`config.mk`:
```
export PLATFORM = sky130hd
export DESIGN_NAME = hidden_neuron_acc
export DESIGN_NICKNAME = d
export VERILOG_FILES = /design/src/rtl/snn_pkg.sv /design/src/rtl/lif_fire_unit.sv /design/src/rtl/hidden_neuron_acc.sv
export SDC_FILE = /design/constraint.sdc
export NUM_CORES = 2
export LEC_CHECK = 0
export CAP_MARGIN = 25
export CORE_ASPECT_RATIO = 1.4
export CORE_MARGIN = 5
export CORE_UTILIZATION = 35
export CTS_CLUSTER_DIAMETER = 80
export DETAILED_ROUTE_END_ITERATION = 7
export RECOVER_POWER = 50
export SLEW_MARGIN = 25
export SYNTH_ARGS = -nofsm -noshare
export SYNTH_HDL_FRONTEND = slang
export SYNTH_SLANG_ARGS = --single-unit
```
`constraint.sdc`:
```
create_clock -name clk -period 8.1 [get_ports clk]
set_input_delay 1.62 -clock clk [delete_from_list [all_inputs] [get_ports clk]]
set_output_delay 1.62 -clock clk [all_outputs]
set_load 0.005 [all_outputs]
```
`src/rtl/snn_pkg.sv`:
```
// Shared defaults, FSM encoding and saturating-add helper for the SNN hidden-layer datapath.
package snn_pkg;

  localparam int SNN_VW         = 16;
  localparam int SNN_WW         = 8;
  localparam int SNN_N_NEURON   = 40;
  localparam int SNN_THRESH     = 128;
  localparam int SNN_LEAK_SHIFT = 4;

  typedef enum logic [1:0] {
    S_IDLE  = 2'd0,
    S_INIT  = 2'd1,
    S_ACCUM = 2'd2,
    S_REUSE = 2'd3
  } state_t;

  // Clamp a one-bit-wider sum back to SNN_VW signed bits.
  function automatic logic signed [SNN_VW-1:0] sat(input logic signed [SNN_VW:0] s);
    if (s[SNN_VW] != s[SNN_VW-1])
      return s[SNN_VW] ? {1'b1, {(SNN_VW-1){1'b0}}} : {1'b0, {(SNN_VW-1){1'b1}}};
    return s[SNN_VW-1:0];
  endfunction

endpackage

```
`src/rtl/lif_fire_unit.sv`:
```
// Combinational LIF update: saturating add of voltage and current, threshold compare,
// subtractive reset on fire.
module lif_fire_unit
  import snn_pkg::*;
#(
  parameter int                   VW     = SNN_VW,
  parameter logic signed [VW-1:0] THRESH = VW'(SNN_THRESH)
) (
  input  logic signed [VW-1:0] acc,
  input  logic signed [VW-1:0] cur,
  output logic                 fire,
  output logic signed [VW-1:0] v_new
);

  logic signed [VW-1:0] v;

  always_comb begin
    v     = sat({acc[VW-1], acc} + {cur[VW-1], cur});
    fire  = (v >= THRESH);
    // v >= THRESH >= 0 here, so the subtraction cannot wrap.
    v_new = fire ? v - THRESH : v;
  end

endmodule

```
`src/rtl/hidden_neuron_acc.sv`:
```
// Hidden-layer LIF neuron accumulator: voltage/current memories, accumulation FSM and spike output.
// Optional input leak at load time is enabled by defining HNA_LEAK_EN.
module hidden_neuron_acc
  import snn_pkg::*;
#(
  parameter int                   N_NEURON   = SNN_N_NEURON,
  parameter int                   VW         = SNN_VW,
  parameter int                   WW         = SNN_WW,
`ifdef HNA_LEAK_EN
  parameter int                   LEAK_SHIFT = SNN_LEAK_SHIFT,
`endif
  parameter logic signed [VW-1:0] THRESH     = VW'(SNN_THRESH)
) (
  input  logic                 clk,
  input  logic                 rst_n,
  input  logic                 vol_mem_control,
  input  logic signed [VW-1:0] init_mem_vol,
  input  logic                 load_voltage,
  input  logic                 arithm,
  input  logic                 w_n_a_valid,
  input  logic signed [WW-1:0] weight,
  input  logic                 act,
  input  logic                 export_voltage,
  output logic                 spike_valid,
  output logic                 spike_out,
  output logic [5:0]           spike_idx,
  output logic signed [VW-1:0] vol_out,
  output logic                 proto_err
);

  state_t               state_q, state_d;
  logic [5:0]           ptr_q, ptr_d, ptr_next;
  logic signed [VW-1:0] acc_q, acc_d;
  logic signed [VW-1:0] cur_acc_q, cur_acc_d;
  logic                 spike_valid_q, spike_valid_d;
  logic                 spike_out_q, spike_out_d;
  logic [5:0]           spike_idx_q, spike_idx_d;
  logic signed [VW-1:0] vol_out_q, vol_out_d;
  logic                 proto_err_q, proto_err_d;

  logic signed [VW-1:0] vol_mem [N_NEURON];
  logic signed [VW-1:0] cur_mem [N_NEURON];
  logic                 vol_we, cur_we;
  logic signed [VW-1:0] vol_wdata, cur_wdata;
  logic signed [VW-1:0] vol_rd, vol_load;
  logic signed [VW:0]   cur_sum;
  logic                 fire;
  logic signed [VW-1:0] fire_v;

  lif_fire_unit #(
    .VW     (VW),
    .THRESH (THRESH)
  ) u_fire (
    .acc   (acc_q),
    .cur   (cur_acc_q),
    .fire  (fire),
    .v_new (fire_v)
  );

  always_comb begin
    vol_rd   = vol_mem[ptr_q];
`ifdef HNA_LEAK_EN
    vol_load = vol_rd - (vol_rd >>> LEAK_SHIFT);
`else
    vol_load = vol_rd;
`endif
    cur_sum  = {cur_acc_q[VW-1], cur_acc_q} + {{(VW+1-WW){weight[WW-1]}}, weight};
    ptr_next = (ptr_q == 6'(N_NEURON-1)) ? '0 : ptr_q + 6'd1;
  end

  // Priority chain: init strobe, then export, then load, then weight beat.
  always_comb begin
    state_d       = (state_q == S_INIT) ? S_IDLE : state_q;
    ptr_d         = ptr_q;
    acc_d         = acc_q;
    cur_acc_d     = cur_acc_q;
    spike_valid_d = 1'b0;
    spike_out_d   = spike_out_q;
    spike_idx_d   = spike_idx_q;
    vol_out_d     = vol_out_q;
    proto_err_d   = proto_err_q;
    vol_we        = 1'b0;
    cur_we        = 1'b0;
    vol_wdata     = fire_v;
    cur_wdata     = cur_acc_q;

    if (vol_mem_control) begin
      vol_we    = 1'b1;
      cur_we    = 1'b1;
      vol_wdata = init_mem_vol;
      cur_wdata = '0;
      ptr_d     = ptr_next;
      state_d   = S_INIT;
    end else if (export_voltage) begin
      if (load_voltage) proto_err_d = 1'b1;
      if (state_q == S_ACCUM || state_q == S_REUSE) begin
        vol_we        = 1'b1;
        cur_we        = (state_q == S_ACCUM);
        spike_valid_d = 1'b1;
        spike_out_d   = fire;
        spike_idx_d   = ptr_q;
        vol_out_d     = fire_v;
        ptr_d         = ptr_next;
        state_d       = S_IDLE;
      end else begin
        proto_err_d = 1'b1;
      end
    end else if (load_voltage) begin
      if (state_q == S_IDLE) begin
        acc_d     = vol_load;
        cur_acc_d = arithm ? cur_mem[ptr_q] : '0;
        state_d   = arithm ? S_REUSE : S_ACCUM;
      end else begin
        proto_err_d = 1'b1;
      end
    end else if (w_n_a_valid && act && state_q == S_ACCUM) begin
      cur_acc_d = sat(cur_sum);
    end
  end

  always_ff @(posedge clk or negedge rst_n) begin
    if (!rst_n) begin
      state_q       <= S_IDLE;
      ptr_q         <= '0;
      acc_q         <= '0;
      cur_acc_q     <= '0;
      spike_valid_q <= 1'b0;
      spike_out_q   <= 1'b0;
      spike_idx_q   <= '0;
      vol_out_q     <= '0;
      proto_err_q   <= 1'b0;
    end else begin
      state_q       <= state_d;
      ptr_q         <= ptr_d;
      acc_q         <= acc_d;
      cur_acc_q     <= cur_acc_d;
      spike_valid_q <= spike_valid_d;
      spike_out_q   <= spike_out_d;
      spike_idx_q   <= spike_idx_d;
      vol_out_q     <= vol_out_d;
      proto_err_q   <= proto_err_d;
    end
  end

  always_ff @(posedge clk) begin
    if (vol_we) vol_mem[ptr_q] <= vol_wdata;
    if (cur_we) cur_mem[ptr_q] <= cur_wdata;
  end

  assign spike_valid = spike_valid_q;
  assign spike_out   = spike_out_q;
  assign spike_idx   = spike_idx_q;
  assign vol_out     = vol_out_q;
  assign proto_err   = proto_err_q;

endmodule

```
==> metrics.txt <==
status=finished with violations; violated checks=capacitance limit, slew limit; Gates resized, CTS repair=0; Worst-Skew Late Latency=750 ps; share of Yosys cell area claimed by the top area cell type=0.747; Seq pwr share=0.423; cell count after synthesis=3081; H-tree depth=3; largest net degree at the start of global routing=86; #FFs+latches synth=1345; Slew @ Worst Pin=3120 ps; clock sinks=1345; Mean Syn Cell Area=16.7 um2; GRT Total Usage=0.184; final setup violation count=0; vias in the first global route=29964; Hold Fails Final Rpt=0; leak pwr=18.2 nW; DRC errors left=0; cts hold-fix bufs=0; port bufs=56; non-filler cells, final=5228; Root Buffer=clkbuf_16; Yosys Warn Count=0; Final min period=5640 ps; cell taking the most area after synthesis=edfxtp_1; wire length of the first global-routing pass=212 mm; die height=464 um; GPL Wtd Cong=0.875; Post-Synthesis Net Count=3151; DRT Wirelength=147 mm; total gr overflow=0; Area Growth Syn to Fin=13.9%; WL/cell=28.1 um; CP Data Arrival Time=6240 ps; initial DRC count=3362; Core ar.=146000 um2; top-count cell post-synth=edfxtp_1; Die ar.=155000 um2; initial antenna violation count=4; Cell variety after synth=77; Final #Nets=3264; CTS tree=yes; Clock Power Share=0.219; Max clock buf depth=3; Synth area leaders=edfxtp_1 75%, a22oi_1 6.7%, dfrtp_1 3.2%, a221oi_1 1.5%, a22o_1 1.4%; post-route cell area=58600 um2; layout cells sized above 1=0.105; ys async rst share=0.0483; post-CTS setup buffer count=0; Max VDD drop=0.000489 V; post-layout util=0.401; Vias=30111; Post-synth EDFFs=1280; Tightest Hold Check Type=reg -> reg; antenna-violating nets left=0; RSZ-0062 raised after global routing=false; worst-path maximum fanout=27; Gate power share=0.358; slew margin rel.=-1.08; Commonest cells post-synth=1280 x edfxtp_1, 459 x a22oi_1, 136 x nor2_1, 110 x nand4_1, 108 x nand2_1; Netlist Area Pre-Place=51500 um2; Worst setup EP type=flip-flop; DR pass1 iterations=5; WS Path Type=in -> reg; Max Cap Violations=26; switching portion of total power=0.374; clock skew=32.1 ps; IO Pins=57; Data required, critical path=8700 ps; Final Max Tran Viols=874; Synth Flop Type=edfxtp_1; Chip Width=334 um; startpoint types=input pin; Placed Cells incl. Taps=5002; # fillers=13275; Worst-path clk slew=60 ps; final setup TNS=0 ps; vias per inst=5.76; starting density of the core=0.352; sw power=9.70 mW; Core Rows=166; Max Clock Freq=0.177 GHz; cts bufs inserted=121; Seq/Total Area, Yosys=0.778; PD cells=442 nW/um2; Int Power=16.2 mW; fin crit share=0.696; placed instance area=55000 um2; Final HPWL DP=84.4 mm
==> critical path: stages <==
cell           delay [ps]
dlygate4sd3_1         700
nand2_1               160
or2_0                1630
clkinv_1             1510
mux2_2                600
==> path summary, 6_finish.rpt <==
check	startpoint	endpoint	slack (ps)	depth (start not counted)
min	vol_out[3]	vol_out[3]	470	2
max reg2reg	cur_acc_q[0]	vol_mem[28][13]	2550	18
max in group asynchronous	rst_n	ptr_q[4]	3060	2
min reg2reg	vol_out[3]	vol_out[3]	470	2
min in group asynchronous	rst_n	vol_out[4]	1180	1
max	export_voltage	vol_out[15]	2460	5
==> logic make-up after synthesis <==
logic type               count (synthesis)  synth area share
multiplexers                            36           0.00810
buffers and inverters                  221            0.0180
AO/OA/AOI/OAI                          938             0.135
flip-flops                            1345             0.778
adder cells (fa/ha/maj)                 38           0.00953
XOR/XNOR                                24           0.00408
AND/OR/NAND/NOR                        479            0.0463
==> layer usage <==
layer  routed length [um]  global-route usage
met5                   13                   0
met4                 6820              0.0830
met3                10200              0.0252
met2                73200               0.312
met1                56700               0.235
==> through the flow <==
stage	total power, mW	hold slack, ps	setup WS, ps
2_1_floorplan	16.2	456	2960
3_3_place_gp	20.1	461	2720
4_1_cts	25.9	483	2600
6_report	25.9	470	2460
5_1_grt	26.9	495	2100
3_5_place_dp	20.3	467	2640
==> power groups by stage <==
stage	clock (mW)	combinational, mW	sequential (mW)
4_1_cts	5.74	9.25	10.9
3_5_place_dp	0	9.23	11.1
2_1_floorplan	0	5.23	11.0
3_3_place_gp	0	9.02	11.1
6_report	5.67	9.26	11.0
5_1_grt	6.05	9.85	11.0
==> registers in the layout, summed over array words and instances, names as in the netlist, 2 cells and up <==
signal     count
cur_mem      640
vol_mem      640
acc_q         16
cur_acc_q     16
vol_out       16
ptr_q          6
spike_idx      6
state_q        2
==> layout make-up <==
class	instances	area [um2]	share of cell area
inverter	23	86.3	0.00147
clock inverter	67	692	0.0118
multi-input combinational	1515	10700	0.183
sequential	1345	40100	0.683
tap	1932	2420	0.0412
antenna	1	2.50	0.0000427
clock buffer	157	3170	0.0541
timing repair buffer	188	1470	0.0251
==> layout by cell type, fill, tap and decap left out, types with 8 or more instances in the layout <==
master,netlist,layout
a211oi_1,14,14
a21o_1,12,12
a21oi_1,70,68
a221oi_1,86,86
a22o_1,83,83
a22oi_1,459,459
a31oi_1,46,46
buf_12,0,8
buf_4,0,68
bufinv_16,0,13
clkbuf_1,86,89
clkbuf_16,0,121
clkdlybuf4s50_1,0,28
clkinv_1,1,30
clkinv_2,0,13
dfrtp_1,65,62
dlygate4sd3_1,0,26
edfxtp_1,1280,1280
ha_1,36,36
inv_1,22,22
mux2_2,22,22
mux2i_1,11,8
nand2_1,108,108
nand2b_1,14,14
nand3_1,21,21
nand4_1,110,110
nor2_1,136,107
nor2_2,1,27
nor2b_1,26,10
nor2b_2,0,15
nor3_1,25,23
o211ai_1,22,22
o21ai_0,62,63
o22ai_1,9,9
xnor2_1,13,13
xor2_1,11,11
(Power assumes the default switching activity.)
